==> src/rtl/commutator_postdelay_pkg.sv <==
// Shared FFT pipeline types: default sample width, complex sample and commutator phase.
package commutator_postdelay_pkg;

    localparam int FFT_DATA_W = 16;

    typedef struct packed {
        logic signed [FFT_DATA_W-1:0] re;
        logic signed [FFT_DATA_W-1:0] im;
    } cplx_t;

    typedef enum logic {
        PASS = 1'b0,
        SWAP = 1'b1
    } phase_e;

endpackage

==> src/rtl/commutator_postdelay_if.sv <==
// Two-path complex sample bus into and out of the R2MDC switch-and-align stage.
interface commutator_postdelay_if
    import commutator_postdelay_pkg::*;
#(
    parameter int DATA_W = FFT_DATA_W
);
    logic                     in_valid;
    logic signed [DATA_W-1:0] in0_re;
    logic signed [DATA_W-1:0] in0_im;
    logic signed [DATA_W-1:0] in1_re;
    logic signed [DATA_W-1:0] in1_im;
    logic                     out_valid;
    logic signed [DATA_W-1:0] out0_re;
    logic signed [DATA_W-1:0] out0_im;
    logic signed [DATA_W-1:0] out1_re;
    logic signed [DATA_W-1:0] out1_im;

    modport master (
        output in_valid, in0_re, in0_im, in1_re, in1_im,
        input  out_valid, out0_re, out0_im, out1_re, out1_im
    );

    modport slave (
        input  in_valid, in0_re, in0_im, in1_re, in1_im,
        output out_valid, out0_re, out0_im, out1_re, out1_im
    );

endinterface

==> src/rtl/commutator_postdelay_delay_ram.sv <==
// Read-before-write circular delay buffer; rdata shows the entry's old contents
// in the same cycle the new word is written.
module delay_ram #(
    parameter int DEPTH  = 16,
    parameter int WIDTH  = 32,
    parameter int ADDR_W = $clog2(DEPTH)
) (
    input  logic              clk,
    input  logic              we,
    input  logic [ADDR_W-1:0] addr,
    input  logic [WIDTH-1:0]  wdata,
    output logic [WIDTH-1:0]  rdata
);

    logic [WIDTH-1:0] mem [DEPTH];

    assign rdata = mem[addr];

    // Contents are never reset; the caller masks stale words with its own fill count.
    always_ff @(posedge clk) begin
        if (we) begin
            mem[addr] <= wdata;
        end
    end

endmodule

==> src/rtl/commutator_postdelay.sv <==
// R2MDC switch-and-align stage: swaps the two paths every DELAY_CYCLES valid
// samples and delays the switched upper path by DELAY_CYCLES valid samples.
module commutator_postdelay
    import commutator_postdelay_pkg::*;
#(
    parameter int DELAY_CYCLES = 16,
    parameter int DATA_W       = FFT_DATA_W
) (
    input logic                   CLK,
    input logic                   RST,
    commutator_postdelay_if.slave bus
);

    localparam int                CNT_W     = $clog2(DELAY_CYCLES);
    localparam int                FILL_W    = $clog2(DELAY_CYCLES + 1);
    localparam int                WORD_W    = 2 * DATA_W;
    localparam logic [CNT_W-1:0]  CNT_LAST  = CNT_W'(DELAY_CYCLES - 1);
    localparam logic [FILL_W-1:0] FILL_FULL = FILL_W'(DELAY_CYCLES);

    logic [CNT_W-1:0]  sample_cnt_q, sample_cnt_d;
    phase_e            phase_q, phase_d;
    logic [FILL_W-1:0] fill_cnt_q, fill_cnt_d;
    logic              out_valid_q, out_valid_d;
    logic [WORD_W-1:0] out0_q, out0_d;
    logic [WORD_W-1:0] out1_q, out1_d;
    logic [WORD_W-1:0] in0_w, in1_w, sw0, sw1, ram_rdata;

    assign in0_w = {bus.in0_re, bus.in0_im};
    assign in1_w = {bus.in1_re, bus.in1_im};

    always_comb begin
        sw0 = in0_w;
        sw1 = in1_w;
        if (phase_q == SWAP) begin
            sw0 = in1_w;
            sw1 = in0_w;
        end
    end

    delay_ram #(
        .DEPTH (DELAY_CYCLES),
        .WIDTH (WORD_W)
    ) u_delay_ram (
        .clk   (CLK),
        .we    (bus.in_valid),
        .addr  (sample_cnt_q),
        .wdata (sw0),
        .rdata (ram_rdata)
    );

    // Everything advances on valid samples only, so input gaps are transparent.
    always_comb begin
        sample_cnt_d = sample_cnt_q;
        phase_d      = phase_q;
        fill_cnt_d   = fill_cnt_q;
        out_valid_d  = 1'b0;
        out0_d       = out0_q;
        out1_d       = out1_q;
        if (bus.in_valid) begin
            sample_cnt_d = sample_cnt_q + CNT_W'(1);
            if (sample_cnt_q == CNT_LAST) begin
                phase_d = (phase_q == PASS) ? SWAP : PASS;
            end
            if (fill_cnt_q != FILL_FULL) begin
                fill_cnt_d = fill_cnt_q + FILL_W'(1);
            end
            out0_d      = ram_rdata;
            out1_d      = sw1;
            out_valid_d = (fill_cnt_q == FILL_FULL);
        end
    end

    always_ff @(posedge CLK or posedge RST) begin
        if (RST) begin
            sample_cnt_q <= '0;
            phase_q      <= PASS;
            fill_cnt_q   <= '0;
            out_valid_q  <= 1'b0;
            out0_q       <= '0;
            out1_q       <= '0;
        end else begin
            sample_cnt_q <= sample_cnt_d;
            phase_q      <= phase_d;
            fill_cnt_q   <= fill_cnt_d;
            out_valid_q  <= out_valid_d;
            out0_q       <= out0_d;
            out1_q       <= out1_d;
        end
    end

    assign bus.out_valid = out_valid_q;
    assign bus.out0_re   = out0_q[WORD_W-1:DATA_W];
    assign bus.out0_im   = out0_q[DATA_W-1:0];
    assign bus.out1_re   = out1_q[WORD_W-1:DATA_W];
    assign bus.out1_im   = out1_q[DATA_W-1:0];

endmodule

==> src/flat_wrapper.sv <==
// flat-port wrapper written by rule: the top's interface ports become plain ports
module commutator_postdelay_flat import commutator_postdelay_pkg::*;
#(
    parameter int DELAY_CYCLES = 16,
    parameter int DATA_W       = FFT_DATA_W
)
  (CLK, RST, bus_in_valid, bus_in0_re, bus_in0_im, bus_in1_re, bus_in1_im, bus_out_valid, bus_out0_re, bus_out0_im, bus_out1_re, bus_out1_im);
  commutator_postdelay_if #(.DATA_W(DATA_W)) bus_i ();
  input logic CLK;
  input logic RST;
  input wire logic [$bits(bus_i.in_valid)-1:0] bus_in_valid;
  input wire logic [$bits(bus_i.in0_re)-1:0] bus_in0_re;
  input wire logic [$bits(bus_i.in0_im)-1:0] bus_in0_im;
  input wire logic [$bits(bus_i.in1_re)-1:0] bus_in1_re;
  input wire logic [$bits(bus_i.in1_im)-1:0] bus_in1_im;
  output wire logic [$bits(bus_i.out_valid)-1:0] bus_out_valid;
  output wire logic [$bits(bus_i.out0_re)-1:0] bus_out0_re;
  output wire logic [$bits(bus_i.out0_im)-1:0] bus_out0_im;
  output wire logic [$bits(bus_i.out1_re)-1:0] bus_out1_re;
  output wire logic [$bits(bus_i.out1_im)-1:0] bus_out1_im;
  assign bus_i.in_valid = bus_in_valid;
  assign bus_i.in0_re = bus_in0_re;
  assign bus_i.in0_im = bus_in0_im;
  assign bus_i.in1_re = bus_in1_re;
  assign bus_i.in1_im = bus_in1_im;
  assign bus_out_valid = bus_i.out_valid;
  assign bus_out0_re = bus_i.out0_re;
  assign bus_out0_im = bus_i.out0_im;
  assign bus_out1_re = bus_i.out1_re;
  assign bus_out1_im = bus_i.out1_im;
  commutator_postdelay #(.DELAY_CYCLES(DELAY_CYCLES), .DATA_W(DATA_W)) u_core (.CLK(CLK), .RST(RST), .bus(bus_i));
endmodule
==> config.mk <==
export PLATFORM = sky130hd
export DESIGN_NAME = commutator_postdelay_flat
export DESIGN_NICKNAME = d
export VERILOG_FILES = /design/src/rtl/commutator_postdelay_pkg.sv /design/src/rtl/commutator_postdelay_if.sv /design/src/rtl/commutator_postdelay_delay_ram.sv /design/src/rtl/commutator_postdelay.sv /design/src/flat_wrapper.sv
export SDC_FILE = /design/constraint.sdc
export NUM_CORES = 1
export LEC_CHECK = 0
export ABC_AREA = 1
export CORE_MARGIN = 3
export CORE_UTILIZATION = 65
export DETAILED_ROUTE_END_ITERATION = 16
export PLACE_DENSITY = 0.83
export SLEW_MARGIN = 20
export SYNTH_ARGS = -nofsm -noshare
export SYNTH_HDL_FRONTEND = slang
export SYNTH_SLANG_ARGS = --single-unit
==> constraint.sdc <==
create_clock -name CLK -period 5.2 [get_ports CLK]
set_clock_uncertainty 0.05 [all_clocks]
set_input_delay 1.3 -clock CLK [delete_from_list [all_inputs] [get_ports CLK]]
set_output_delay 1.3 -clock CLK [all_outputs]
set_load 0.03 [all_outputs]
==> results of run 1 <==
-- cells by family after synthesis --
logic type	after synthesis	share of synthesized area
XOR/XNOR	7	0.00245
buffers and inverters	460	0.0772
flip-flops	587	0.688
AO/OA/AOI/OAI	141	0.0303
adder cells (fa/ha/maj)	6	0.00299
AND/OR/NAND/NOR	1242	0.199
-- cells in the final DEF, fill, tap and decap left out, drive strengths merged, types with 6 or more instances in the layout --
cell and count:
nand2 735, edfxtp 512, inv 336, nand3 259, nor2 247, clkdlybuf4s50 130, o21ai 97, clkbuf 90
dfrtp 75, buf 54, o211ai 22, a21oi 22, clkinv 11, xor2 7, ha 6
-- flip-flops by register name (all words and copies together), names as in the netlist --
register / flops
u_core.bus.out_valid: 1
u_core.sample_cnt_q: 4
u_core.phase_q: 1
u_core.fill_cnt_q: 5
u_core.u_delay_ram.mem: 512
u_core.out0_q: 32
u_core.out1_q: 32
-- layer usage --
metal	routed length [um]	GRT usage	vias to the layer above	part of all wire
met5	0	0	-	0
met4	2100	0.121	0	0.034
met3	6530	0.0630	158	0.10
met2	30600	0.492	1103	0.49
met1	23400	0.402	8451	0.37
li1	-	-	8126	-
-- final cells by class --
class | count | area (um^2)
clock buffers | 90 | 1670
clock inverters | 16 | 143
fillers | 2268 | 8830
inverters | 335 | 1260
multi-input cells | 1396 | 6050
flip-flops and latches | 587 | 17300
well taps | 511 | 639
repair buffers | 184 | 1980
-- where the power goes --
| part | total, mW | switching (mW) | internal, mW |
|---|---|---|---|
| registers | 6.78 | 0.498 | 6.29 |
| logic | 5.87 | 4.14 | 1.73 |
| clock network | 4.03 | 1.73 | 2.30 |
-- final timing paths --
check | to | startpoint | cells after the start
setup / recovery | u_core.u_delay_ram.mem[0][24] | u_core.sample_cnt_q[1] | 5
hold / removal | u_core.out1_q[24] | u_core.out1_q[24] | 2
setup reg to reg | u_core.u_delay_ram.mem[0][24] | u_core.sample_cnt_q[1] | 5
hold reg to reg | u_core.out1_q[24] | u_core.out1_q[24] | 2
max in group asynchronous | u_core.sample_cnt_q[1] | RST | 3
min in group asynchronous | u_core.out1_q[26] | RST | 2
-- worst max-delay path: stages, from the launching register on --
cell and delay, ns:
sky130_fd_sc_hd__dfrtp_4 0.79, sky130_fd_sc_hd__inv_2 0.62, sky130_fd_sc_hd__ha_1 0.30, sky130_fd_sc_hd__nand2_1 0.26, sky130_fd_sc_hd__nor2_4 0.69, sky130_fd_sc_hd__buf_4 0.39
-- per-stage QoR --
stage / power [mW] / area (um^2) / utilization / hold WS, ns
after floorplan: 10.5 / 25100 / - / 0.434
after global placement: 12.2 / 26800 / 0.708 / 0.415
after detailed placement: 12.5 / 26900 / 0.712 / 0.418
after CTS: 16.5 / 28700 / 0.760 / 0.442
after global routing: 17.5 / 29000 / 0.767 / 0.471
final: 16.7 / 29000 / 0.767 / 0.437
==> flow_summary.html, run 1 <==
<table>
<tr><th>Metric</th><th>Value</th></tr>
<tr><th colspan="2">Setup path</th></tr>
<tr><td>Critical path required time</td><td>5.44 ns</td></tr>
<tr><td>Crit-path max FO</td><td>79</td></tr>
<tr><td>Register-to-register setup slack</td><td>1.71 ns</td></tr>
<tr><td>Type of the setup path with the least slack</td><td>flip-flop to flip-flop</td></tr>
<tr><td>Data arrival, critical path</td><td>3.72 ns</td></tr>
<tr><td>Capturing element type of the critical path</td><td>flip-flop</td></tr>
<tr><td>Critical path startpoint category</td><td>flip-flop</td></tr>
<tr><th colspan="2">STA</th></tr>
<tr><td>Max-Slew Margin vs Limit</td><td>0.233</td></tr>
<tr><td>Post-route fraction of the period consumed by the critical path</td><td>0.671</td></tr>
<tr><td>Worst Slack Setup Final</td><td>1.71 ns</td></tr>
<tr><td>Final critical-path required period</td><td>3.49 ns</td></tr>
<tr><td>Final max-slew violation count</td><td>0</td></tr>
<tr><td>RSZ-0062 raised after global routing</td><td>no</td></tr>
<tr><td>Highest clock rate</td><td>287 MHz</td></tr>
<tr><td>Finish-stage setup viols</td><td>0</td></tr>
<tr><td>Actual slew at the worst max-slew pin</td><td>1.14 ns</td></tr>
<tr><td>Final-layout setup total negative slack</td><td>0 ns</td></tr>
<tr><td>Number of endpoints with negative hold slack in the final report</td><td>0</td></tr>
<tr><th colspan="2">Drt</th></tr>
<tr><td>Number of remaining DRC errors</td><td>0</td></tr>
<tr><td>1st-pass router iterations</td><td>6</td></tr>
<tr><td>Total detailed-routing wirelength</td><td>62.6 mm</td></tr>
<tr><td>ANT nets after route</td><td>0</td></tr>
<tr><td>Avg WL per Cell</td><td>20.1 um</td></tr>
<tr><td>Vias per std cell</td><td>5.72</td></tr>
<tr><td>Initial detailed-routing violation count</td><td>2,437</td></tr>
<tr><td>Vias after detailed routing</td><td>17,838</td></tr>
<tr><th colspan="2">Outcome</th></tr>
<tr><td>Result of the run</td><td>complete, no violations</td></tr>
<tr><th colspan="2">Clock tree</th></tr>
<tr><td>Postcts setup bufs</td><td>0</td></tr>
<tr><td>Total number of clock tree sinks</td><td>587</td></tr>
<tr><td>Number of H-tree levels</td><td>2</td></tr>
<tr><td>Root buffer selected by CTS</td><td>sky130_fd_sc_hd__clkbuf_16</td></tr>
<tr><td>Number of CTS-inserted buffers</td><td>56</td></tr>
<tr><td>Post-CTS Hold Fix Bufs</td><td>0</td></tr>
<tr><td>Post-cts sizing count</td><td>0</td></tr>
<tr><td>Worst-skew pair later-pin latency</td><td>0.62 ns</td></tr>
<tr><td>Register clock-pin slew on the reported worst setup and hold paths</td><td>0.06 ns</td></tr>
<tr><td>Maximum clock insertion buffer count</td><td>3</td></tr>
<tr><td>CTS tree</td><td>done</td></tr>
<tr><th colspan="2">Placement</th></tr>
<tr><td>Pre-CTS setup slack</td><td>1.48 ns</td></tr>
<tr><td>Number of placed instances with taps included</td><td>3,004</td></tr>
<tr><td>HPWL Detailed</td><td>35.0 mm</td></tr>
<tr><td>Count of input and output buffers</td><td>131</td></tr>
<tr><td>Final RePlAce weighted congestion</td><td>0.818</td></tr>
<tr><th colspan="2">Global route</th></tr>
<tr><td>First-pass GRT wire length</td><td>95.5 mm</td></tr>
<tr><td>Pin count of the biggest net entering global routing</td><td>216</td></tr>
<tr><td>Tot GR Track Use</td><td>0.301</td></tr>
<tr><td>Antenna violations before repair</td><td>0</td></tr>
<tr><td>GRT Residual Overflow</td><td>0</td></tr>
<tr><td>Number of global-route vias before repair</td><td>18,125</td></tr>
<tr><th colspan="2">Min path</th></tr>
<tr><td>Hold/Removal Path Class</td><td>flip-flop to flip-flop</td></tr>
<tr><th colspan="2">Yosys</th></tr>
<tr><td>Mean instance size in the synthesized netlist</td><td>10.3 um^2</td></tr>
<tr><td>Number of cells produced by synthesis</td><td>2,443</td></tr>
<tr><td>Number of enable flip-flop cells after synthesis</td><td>512</td></tr>
<tr><td>Register area share after synthesis</td><td>0.688</td></tr>
<tr><td>Register bit total from synthesis</td><td>587</td></tr>
<tr><td>Count of warnings emitted by yosys</td><td>0</td></tr>
<tr><td>Share of synthesized flip-flops with an asynchronous set or reset</td><td>0.128</td></tr>
<tr><td>Syn_nets</td><td>2,516</td></tr>
<tr><td>List of most frequent post-synthesis cells</td><td>sky130_fd_sc_hd__nand2_1, sky130_fd_sc_hd__edfxtp_1, sky130_fd_sc_hd__inv_1, sky130_fd_sc_hd__nand3_1, sky130_fd_sc_hd__nor2_1</td></tr>
<tr><td>Post-synthesis cell area</td><td>25,100 um^2</td></tr>
<tr><td>Dominant cell type by area after synthesis</td><td>sky130_fd_sc_hd__edfxtp_1</td></tr>
<tr><td>Cell with the most instances after synthesis</td><td>sky130_fd_sc_hd__nand2_1</td></tr>
<tr><td>Synth unique cells</td><td>20</td></tr>
<tr><td>Leading post-synthesis cells by cell area</td><td>sky130_fd_sc_hd__edfxtp_1, sky130_fd_sc_hd__nand2_1, sky130_fd_sc_hd__dfrtp_1, sky130_fd_sc_hd__nand3_1, sky130_fd_sc_hd__inv_1</td></tr>
<tr><td>Most instantiated flip-flop cell in the synthesis netlist</td><td>sky130_fd_sc_hd__edfxtp_1</td></tr>
<tr><td>Area share of the largest cell type after synthesis</td><td>0.613</td></tr>
<tr><th colspan="2">Die</th></tr>
<tr><td>Die Span X</td><td>202 um</td></tr>
<tr><td>Placeable core area</td><td>37,800 um^2</td></tr>
<tr><td>Placement row count</td><td>71</td></tr>
<tr><td>Boundary Pins</td><td>132</td></tr>
<tr><td>Die footprint</td><td>41,000 um^2</td></tr>
<tr><td>Effective utilization at floorplan</td><td>0.663</td></tr>
<tr><td>Vertical die dimension</td><td>202 um</td></tr>
<tr><th colspan="2">Cells and area</th></tr>
<tr><td>Area growth from synthesis to layout</td><td>15.7%</td></tr>
<tr><td>Number of nets in the finished design</td><td>2,633</td></tr>
<tr><td>Count of placed standard cells in the final layout, fillers left out</td><td>3,119</td></tr>
<tr><td>ANT cells</td><td>0</td></tr>
<tr><td>Fraction of final layout cells with drive strength greater than 1</td><td>0.0648</td></tr>
<tr><th colspan="2">Pwr</th></tr>
<tr><td>Pleak</td><td>12.0 nW</td></tr>
<tr><td>VDD IR max</td><td>0.569 mV</td></tr>
<tr><td>Cell area power density</td><td>575 nW/um^2</td></tr>
<tr><th colspan="2">Flow run</th></tr>
<tr><td># Max-Cap Violations</td><td>0</td></tr>
</table>
No activity file was read; power rests on OpenSTA's default activity.
==> run 2: changes to the inputs <==
- CORE_UTILIZATION: 65 -> 54
- PLACE_DENSITY: 0.83 -> 0.74
- clock period: 5.2 -> 3 ns (I/O delays scaled with it)
==> flow_summary.html, run 2 (synthesis gave the netlist of run 1 again) <==
<table>
<tr><th>Metric</th><th>Value</th></tr>
<tr><th colspan="2">Outcome</th></tr>
<tr><td>Result of the run</td><td>complete, no violations</td></tr>
<tr><th colspan="2">Global route</th></tr>
<tr><td>First-pass GRT wire length</td><td>93.6 mm</td></tr>
<tr><td>GRT Residual Overflow</td><td>0</td></tr>
<tr><td>Antenna violations before repair</td><td>2</td></tr>
<tr><td>Tot GR Track Use</td><td>0.243</td></tr>
<tr><td>Pin count of the biggest net entering global routing</td><td>197</td></tr>
<tr><td>Number of global-route vias before repair</td><td>17,093</td></tr>
<tr><th colspan="2">Placement</th></tr>
<tr><td>Final RePlAce weighted congestion</td><td>0.820</td></tr>
<tr><td>Placed Instance Area</td><td>27,300 um^2</td></tr>
<tr><td>Count of input and output buffers</td><td>131</td></tr>
<tr><td>HPWL Detailed</td><td>33.6 mm</td></tr>
<tr><th colspan="2">Clock tree</th></tr>
<tr><td>Maximum clock insertion buffer count</td><td>3</td></tr>
<tr><td>Root buffer selected by CTS</td><td>sky130_fd_sc_hd__clkbuf_16</td></tr>
<tr><td>Worst-skew pair later-pin latency</td><td>0.60 ns</td></tr>
<tr><td>Postcts setup bufs</td><td>0</td></tr>
<tr><td>Post-CTS Hold Fix Bufs</td><td>0</td></tr>
<tr><td>Number of CTS-inserted buffers</td><td>56</td></tr>
<tr><td>Register clock-pin slew on the reported worst setup and hold paths</td><td>0.06 ns</td></tr>
<tr><td>Total number of clock tree sinks</td><td>587</td></tr>
<tr><td>Post-cts sizing count</td><td>0</td></tr>
<tr><td>Number of H-tree levels</td><td>2</td></tr>
<tr><td>CTS tree</td><td>done</td></tr>
<tr><th colspan="2">STA</th></tr>
<tr><td>Actual slew at the worst max-slew pin</td><td>1.12 ns</td></tr>
<tr><td>Max-Slew Margin vs Limit</td><td>0.252</td></tr>
<tr><td>RSZ-0062 raised after global routing</td><td>no</td></tr>
<tr><td>Final critical-path required period</td><td>2.56 ns</td></tr>
<tr><td>Highest clock rate</td><td>390 MHz</td></tr>
<tr><td>Final-layout setup total negative slack</td><td>0 ns</td></tr>
<tr><td>Final hold slack</td><td>0.438 ns</td></tr>
<tr><td>Finish-stage setup viols</td><td>0</td></tr>
<tr><td>Number of endpoints with negative hold slack in the final report</td><td>0</td></tr>
<tr><td>Post-route fraction of the period consumed by the critical path</td><td>0.855</td></tr>
<tr><td>Final max-slew violation count</td><td>0</td></tr>
<tr><th colspan="2">Pwr</th></tr>
<tr><td>Cell area power density</td><td>981 nW/um^2</td></tr>
<tr><td>Net switching power figure</td><td>10.6 mW</td></tr>
<tr><td>Pleak</td><td>12.2 nW</td></tr>
<tr><td>Internal power component</td><td>18.0 mW</td></tr>
<tr><td>Overall power consumption</td><td>28.6 mW</td></tr>
<tr><td>Proportion of total power due to net switching</td><td>0.372</td></tr>
<tr><td>Power share of the sequential group</td><td>0.400</td></tr>
<tr><td>VDD IR max</td><td>0.985 mV</td></tr>
<tr><td>Clk pwr share</td><td>0.243</td></tr>
<tr><td>Power share of the combinational group</td><td>0.356</td></tr>
<tr><th colspan="2">Cells and area</th></tr>
<tr><td>Largest register FFs</td><td>512</td></tr>
<tr><td>Post-layout instance area</td><td>29,100 um^2</td></tr>
<tr><td>Number of nets in the finished design</td><td>2,663</td></tr>
<tr><td>Register ranked first by flip-flop count</td><td>u_core.u_delay_ram.mem</td></tr>
<tr><td>ANT cells</td><td>0</td></tr>
<tr><td>Utilization after layout</td><td>0.640</td></tr>
<tr><td>Most common cell after layout, fill and taps aside</td><td>sky130_fd_sc_hd__nand2_1</td></tr>
<tr><td>Largest registers</td><td>u_core.u_delay_ram.mem x512, u_core.out0_q x32, u_core.out1_q x32</td></tr>
<tr><td>Fraction of final layout cells with drive strength greater than 1</td><td>0.0740</td></tr>
<tr><td>Area growth from synthesis to layout</td><td>16.2%</td></tr>
<tr><td>Commonest non-fill, non-tap cells in the layout</td><td>sky130_fd_sc_hd__nand2_1, sky130_fd_sc_hd__edfxtp_1, sky130_fd_sc_hd__inv_1</td></tr>
<tr><th colspan="2">Drt</th></tr>
<tr><td>ANT nets after route</td><td>0</td></tr>
<tr><td>Total detailed-routing wirelength</td><td>60.0 mm</td></tr>
<tr><td>Initial detailed-routing violation count</td><td>1,866</td></tr>
<tr><td>1st-pass router iterations</td><td>6</td></tr>
<tr><td>Vias per std cell</td><td>5.40</td></tr>
<tr><td>Number of remaining DRC errors</td><td>0</td></tr>
<tr><td>Avg WL per Cell</td><td>18.5 um</td></tr>
<tr><td>Vias after detailed routing</td><td>17,460</td></tr>
<tr><th colspan="2">Setup path</th></tr>
<tr><td>Crit-path max FO</td><td>2</td></tr>
<tr><td>Data arrival, critical path</td><td>1.76 ns</td></tr>
<tr><td>CP Buf/Inv Count</td><td>1</td></tr>
<tr><td>Type of the setup path with the least slack</td><td>flip-flop to output pin</td></tr>
<tr><td>Capturing element type of the critical path</td><td>output pin</td></tr>
<tr><td>Critical path required time</td><td>2.20 ns</td></tr>
<tr><td>Critical path startpoint category</td><td>flip-flop</td></tr>
<tr><td>Worst-path cell chain</td><td>clkdlybuf4s50_1</td></tr>
<tr><td>CP delay by family, top</td><td>buffers and inverters</td></tr>
<tr><td>Standard cell with the maximum stage delay on the critical path</td><td>sky130_fd_sc_hd__clkdlybuf4s50_1</td></tr>
<tr><td>Crit-path max cell delay</td><td>0.73 ns</td></tr>
<tr><th colspan="2">Die</th></tr>
<tr><td>Boundary Pins</td><td>132</td></tr>
<tr><td>Effective utilization at floorplan</td><td>0.550</td></tr>
<tr><td>Vertical die dimension</td><td>221 um</td></tr>
<tr><td>Die Span X</td><td>221 um</td></tr>
<tr><td>Placement row count</td><td>78</td></tr>
<tr><td>Placeable core area</td><td>45,600 um^2</td></tr>
<tr><td>Die footprint</td><td>49,100 um^2</td></tr>
<tr><th colspan="2">Flow run</th></tr>
<tr><td># Max-Cap Violations</td><td>0</td></tr>
<tr><th colspan="2">Min path</th></tr>
<tr><td>Hold/Removal Path Class</td><td>flip-flop to flip-flop</td></tr>
</table>
run 2: cell types whose count changed in the layout (fill, tap and decap cells not counted), moves of 3 or more:
cell	change
sky130_fd_sc_hd__buf_4	+40
sky130_fd_sc_hd__buf_16	-11
sky130_fd_sc_hd__clkbuf_8	-7
sky130_fd_sc_hd__clkinv_2	+7
sky130_fd_sc_hd__clkbuf_1	-6
sky130_fd_sc_hd__a21oi_1	+3
sky130_fd_sc_hd__a21oi_2	-3
sky130_fd_sc_hd__clkinv_1	+3
sky130_fd_sc_hd__o21ai_0	+3
run 2: worst paths after layout:
path | cells past startpoint | from | to | slack (ns)
max | 1 | u_core.out0_q[29] | bus_out0_re[13] | 0.44
min | 2 | u_core.out1_q[26] | u_core.out1_q[26] | 0.44
max reg2reg | 9 | u_core.sample_cnt_q[0] | u_core.out0_q[30] | 0.66
min reg2reg | 2 | u_core.out1_q[26] | u_core.out1_q[26] | 0.44
max in group asynchronous | 3 | RST | u_core.out0_q[11] | 1.79
min in group asynchronous | 2 | RST | u_core.out1_q[12] | 0.53
run 2: per-stage QoR:
| step | setup WS [ns] | cells |
|---|---|---|
| final | 0.435 | 3236 |
| after global routing | 0.431 | 3236 |
| after CTS | 0.436 | 3236 |
| after detailed placement | 0.449 | 3132 |
| after global placement | 0.550 | 3132 |
| after floorplan | -0.206 | 2443 |
run 2: layer usage:
| layer | track usage | wire length, um | vias up |
|---|---|---|---|
| li1 | - | - | 8197 |
| met2 | 0.393 | 28200 | 893 |
| met4 | 0.0929 | 1800 | 0 |
| met1 | 0.332 | 24100 | 8233 |
| met5 | 0 | 0 | - |
| met3 | 0.0439 | 5840 | 137 |
run 2: cell type report:
cell class	count	area [um^2]
multi-input combinational	1396	6040
sequential	587	17300
tap	600	751
inverter	335	1260
timing repair buffer	214	2010
clock buffer	79	1600
fill	3385	16400
clock inverter	25	220
run 2: power by group through the flow:
stage	logic, mW	clock network [mW]	registers, mW
4_1_cts	10.2	7.05	11.4
3_3_place_gp	9.81	0	11.6
3_5_place_dp	10.1	0	11.6
5_1_grt	11.2	7.36	11.5
6_report	10.2	6.96	11.4
2_1_floorplan	6.11	0	12.1
==> run 3: changes to the inputs <==
- CTS_CLUSTER_SIZE: not set -> 40
- SLEW_MARGIN: 20 -> 40
==> flow_summary.html, run 3 (synthesis gave the netlist of run 1 again) <==
<table>
<tr><th>Metric</th><th>Value</th></tr>
<tr><th colspan="2">STA</th></tr>
<tr><td>Worst Slack Setup Final</td><td>0.442 ns</td></tr>
<tr><td>Final-layout setup total negative slack</td><td>0 ns</td></tr>
<tr><td>Actual slew at the worst max-slew pin</td><td>0.843 ns</td></tr>
<tr><td>Final max-slew violation count</td><td>0</td></tr>
<tr><td>Max-Slew Margin vs Limit</td><td>0.438</td></tr>
<tr><td>Highest clock rate</td><td>391 MHz</td></tr>
<tr><td>Finish-stage setup viols</td><td>0</td></tr>
<tr><td>Final critical-path required period</td><td>2.56 ns</td></tr>
<tr><td>RSZ-0062 raised after global routing</td><td>no</td></tr>
<tr><td>Post-route fraction of the period consumed by the critical path</td><td>0.853</td></tr>
<tr><td>Number of endpoints with negative hold slack in the final report</td><td>0</td></tr>
<tr><th colspan="2">Placement</th></tr>
<tr><td>Pre-CTS setup slack</td><td>0.461 ns</td></tr>
<tr><td>Final RePlAce weighted congestion</td><td>0.820</td></tr>
<tr><td>Number of placed instances with taps included</td><td>3,132</td></tr>
<tr><td>HPWL Detailed</td><td>33.7 mm</td></tr>
<tr><td>Count of input and output buffers</td><td>131</td></tr>
<tr><th colspan="2">Setup path</th></tr>
<tr><td>Worst-path cell chain</td><td>clkdlybuf4s50_1</td></tr>
<tr><td>Critical path required time</td><td>2.20 ns</td></tr>
<tr><td>Crit-path max FO</td><td>2</td></tr>
<tr><td>CP Buf/Inv Count</td><td>1</td></tr>
<tr><td>Capturing element type of the critical path</td><td>output pin</td></tr>
<tr><td>Standard cell with the maximum stage delay on the critical path</td><td>sky130_fd_sc_hd__clkdlybuf4s50_1</td></tr>
<tr><td>Type of the setup path with the least slack</td><td>flip-flop to output pin</td></tr>
<tr><td>Critical path startpoint category</td><td>flip-flop</td></tr>
<tr><td>CP delay by family, top</td><td>buffers and inverters</td></tr>
<tr><td>Worst Setup SP</td><td>u_core.out0_q[29]</td></tr>
<tr><td>Data arrival, critical path</td><td>1.76 ns</td></tr>
<tr><td>Reg-to-reg startpoint</td><td>u_core.sample_cnt_q[0]</td></tr>
<tr><td>Crit-path max cell delay</td><td>0.73 ns</td></tr>
<tr><th colspan="2">Die</th></tr>
<tr><td>Vertical die dimension</td><td>221 um</td></tr>
<tr><td>Effective utilization at floorplan</td><td>0.550</td></tr>
<tr><td>Die footprint</td><td>49,100 um^2</td></tr>
<tr><td>Placement row count</td><td>78</td></tr>
<tr><td>Boundary Pins</td><td>132</td></tr>
<tr><td>Placeable core area</td><td>45,600 um^2</td></tr>
<tr><td>Die Span X</td><td>221 um</td></tr>
<tr><th colspan="2">Cells and area</th></tr>
<tr><td>Largest register FFs</td><td>512</td></tr>
<tr><td>Fill count</td><td>3,353</td></tr>
<tr><td>Most common cell after layout, fill and taps aside</td><td>sky130_fd_sc_hd__nand2_1</td></tr>
<tr><td>Count of placed standard cells in the final layout, fillers left out</td><td>3,242</td></tr>
<tr><td>Fraction of final layout cells with drive strength greater than 1</td><td>0.0787</td></tr>
<tr><td>Register ranked first by flip-flop count</td><td>u_core.u_delay_ram.mem</td></tr>
<tr><td>Largest registers</td><td>u_core.u_delay_ram.mem x512, u_core.out0_q x32, u_core.out1_q x32</td></tr>
<tr><td>ANT cells</td><td>0</td></tr>
<tr><td>Area growth from synthesis to layout</td><td>17.2%</td></tr>
<tr><td>Commonest non-fill, non-tap cells in the layout</td><td>sky130_fd_sc_hd__nand2_1, sky130_fd_sc_hd__edfxtp_1, sky130_fd_sc_hd__inv_1</td></tr>
<tr><td>Number of nets in the finished design</td><td>2,666</td></tr>
<tr><th colspan="2">Drt</th></tr>
<tr><td>Initial detailed-routing violation count</td><td>1,931</td></tr>
<tr><td>ANT nets after route</td><td>0</td></tr>
<tr><td>1st-pass router iterations</td><td>5</td></tr>
<tr><td>Total detailed-routing wirelength</td><td>60.3 mm</td></tr>
<tr><td>Vias per std cell</td><td>5.40</td></tr>
<tr><td>Avg WL per Cell</td><td>18.6 um</td></tr>
<tr><td>Vias after detailed routing</td><td>17,522</td></tr>
<tr><td>Number of remaining DRC errors</td><td>0</td></tr>
<tr><th colspan="2">Clock tree</th></tr>
<tr><td>Worst-skew pair later-pin latency</td><td>0.61 ns</td></tr>
<tr><td>Number of CTS-inserted buffers</td><td>57</td></tr>
<tr><td>Root buffer selected by CTS</td><td>sky130_fd_sc_hd__clkbuf_16</td></tr>
<tr><td>Total number of clock tree sinks</td><td>587</td></tr>
<tr><td>Maximum clock insertion buffer count</td><td>3</td></tr>
<tr><td>Postcts setup bufs</td><td>0</td></tr>
<tr><td>Register clock-pin slew on the reported worst setup and hold paths</td><td>0.06 ns</td></tr>
<tr><td>Post-cts sizing count</td><td>0</td></tr>
<tr><td>Number of H-tree levels</td><td>2</td></tr>
<tr><td>CTS tree</td><td>done</td></tr>
<tr><td>Post-CTS Hold Fix Bufs</td><td>0</td></tr>
<tr><th colspan="2">Outcome</th></tr>
<tr><td>Result of the run</td><td>complete, no violations</td></tr>
<tr><th colspan="2">Min path</th></tr>
<tr><td>Worst min-delay path startpoint</td><td>u_core.out1_q[26]</td></tr>
<tr><td>Hold/Removal Path Class</td><td>flip-flop to flip-flop</td></tr>
<tr><th colspan="2">Global route</th></tr>
<tr><td>Tot GR Track Use</td><td>0.242</td></tr>
<tr><td>GRT Residual Overflow</td><td>0</td></tr>
<tr><td>Antenna violations before repair</td><td>1</td></tr>
<tr><td>First-pass GRT wire length</td><td>93.5 mm</td></tr>
<tr><td>Pin count of the biggest net entering global routing</td><td>197</td></tr>
<tr><td>Number of global-route vias before repair</td><td>17,155</td></tr>
<tr><th colspan="2">Flow run</th></tr>
<tr><td># Max-Cap Violations</td><td>0</td></tr>
<tr><th colspan="2">Pwr</th></tr>
<tr><td>Net switching power figure</td><td>10.8 mW</td></tr>
<tr><td>VDD IR max</td><td>0.650 mV</td></tr>
<tr><td>Cell area power density</td><td>997 nW/um^2</td></tr>
<tr><td>Clk pwr share</td><td>0.258</td></tr>
<tr><td>Proportion of total power due to net switching</td><td>0.368</td></tr>
<tr><td>Internal power component</td><td>18.5 mW</td></tr>
<tr><td>Power share of the combinational group</td><td>0.351</td></tr>
<tr><td>Pleak</td><td>12.3 nW</td></tr>
<tr><td>Power share of the sequential group</td><td>0.391</td></tr>
</table>
[run 3: cell types whose count changed in the layout (fill, tap and decap cells not counted), moves of 2 or more]
cell and delta:
sky130_fd_sc_hd__clkbuf_1 -2, sky130_fd_sc_hd__a21oi_1 -2, sky130_fd_sc_hd__clkinvlp_4 +2, sky130_fd_sc_hd__a21oi_2 +2, sky130_fd_sc_hd__clkinv_1 -3, sky130_fd_sc_hd__clkbuf_8 +2, sky130_fd_sc_hd__bufinv_16 +5, sky130_fd_sc_hd__clkinv_2 -3
sky130_fd_sc_hd__inv_6 +2
[run 3: worst paths after layout]
check,end,slack (ns),cells after the start
min in group asynchronous,u_core.out1_q[30],0.52,2
max in group asynchronous,u_core.out0_q[11],1.81,3
min reg2reg,u_core.out1_q[26],0.44,2
max reg2reg,u_core.out0_q[30],0.62,9
max,bus_out0_re[13],0.44,1
min,u_core.out1_q[26],0.44,2
[run 3: final cells by class]
class	count	area, um^2	area share
inverter	335	1260	0.0430
clock buffer	79	1620	0.0552
tap	600	751	0.0255
timing repair buffer	216	2060	0.0700
clock inverter	29	388	0.0132
sequential	587	17300	0.587
multi-input combinational	1396	6050	0.206
[run 3: worst reg2reg max path, cell delays in order (launching register included)]
cell and delay, ns:
sky130_fd_sc_hd__dfrtp_4 0.46, sky130_fd_sc_hd__buf_4 0.36, sky130_fd_sc_hd__buf_4 0.64, sky130_fd_sc_hd__nand2_1 0.15
sky130_fd_sc_hd__nand3_1 0.11, sky130_fd_sc_hd__nand2_1 0.07, sky130_fd_sc_hd__nand2_1 0.07, sky130_fd_sc_hd__nand3_1 0.10
sky130_fd_sc_hd__nor2_1 0.17, sky130_fd_sc_hd__nor2_1 0.08
[run 3: metal layers]
metal / vias up / part of all wire / track usage
met5: - / 0 / 0
met4: 0 / 0.028 / 0.0877
met3: 137 / 0.090 / 0.0431
met2: 835 / 0.47 / 0.397
met1: 8348 / 0.41 / 0.329
li1: 8202 / - / -
[run 3: stage by stage]
step	utilization	total power [mW]	instance area [um^2]	hold slack (ns)
final	0.645	29.3	29400	0.440
after global routing	0.645	30.8	29400	0.454
after CTS	0.644	29.3	29300	0.445
after detailed placement	0.600	21.7	27300	0.421
after global placement	0.599	21.4	27300	0.418
after floorplan	-	18.2	25100	0.434
[run 3: power groups by stage]
stage	clock network (mW)	registers [mW]	logic, mW
after global placement	0	11.6	9.81
after floorplan	0	12.1	6.11
after global routing	7.97	11.5	11.3
final	7.57	11.5	10.3
after CTS	7.65	11.4	10.2
after detailed placement	0	11.6	10.1
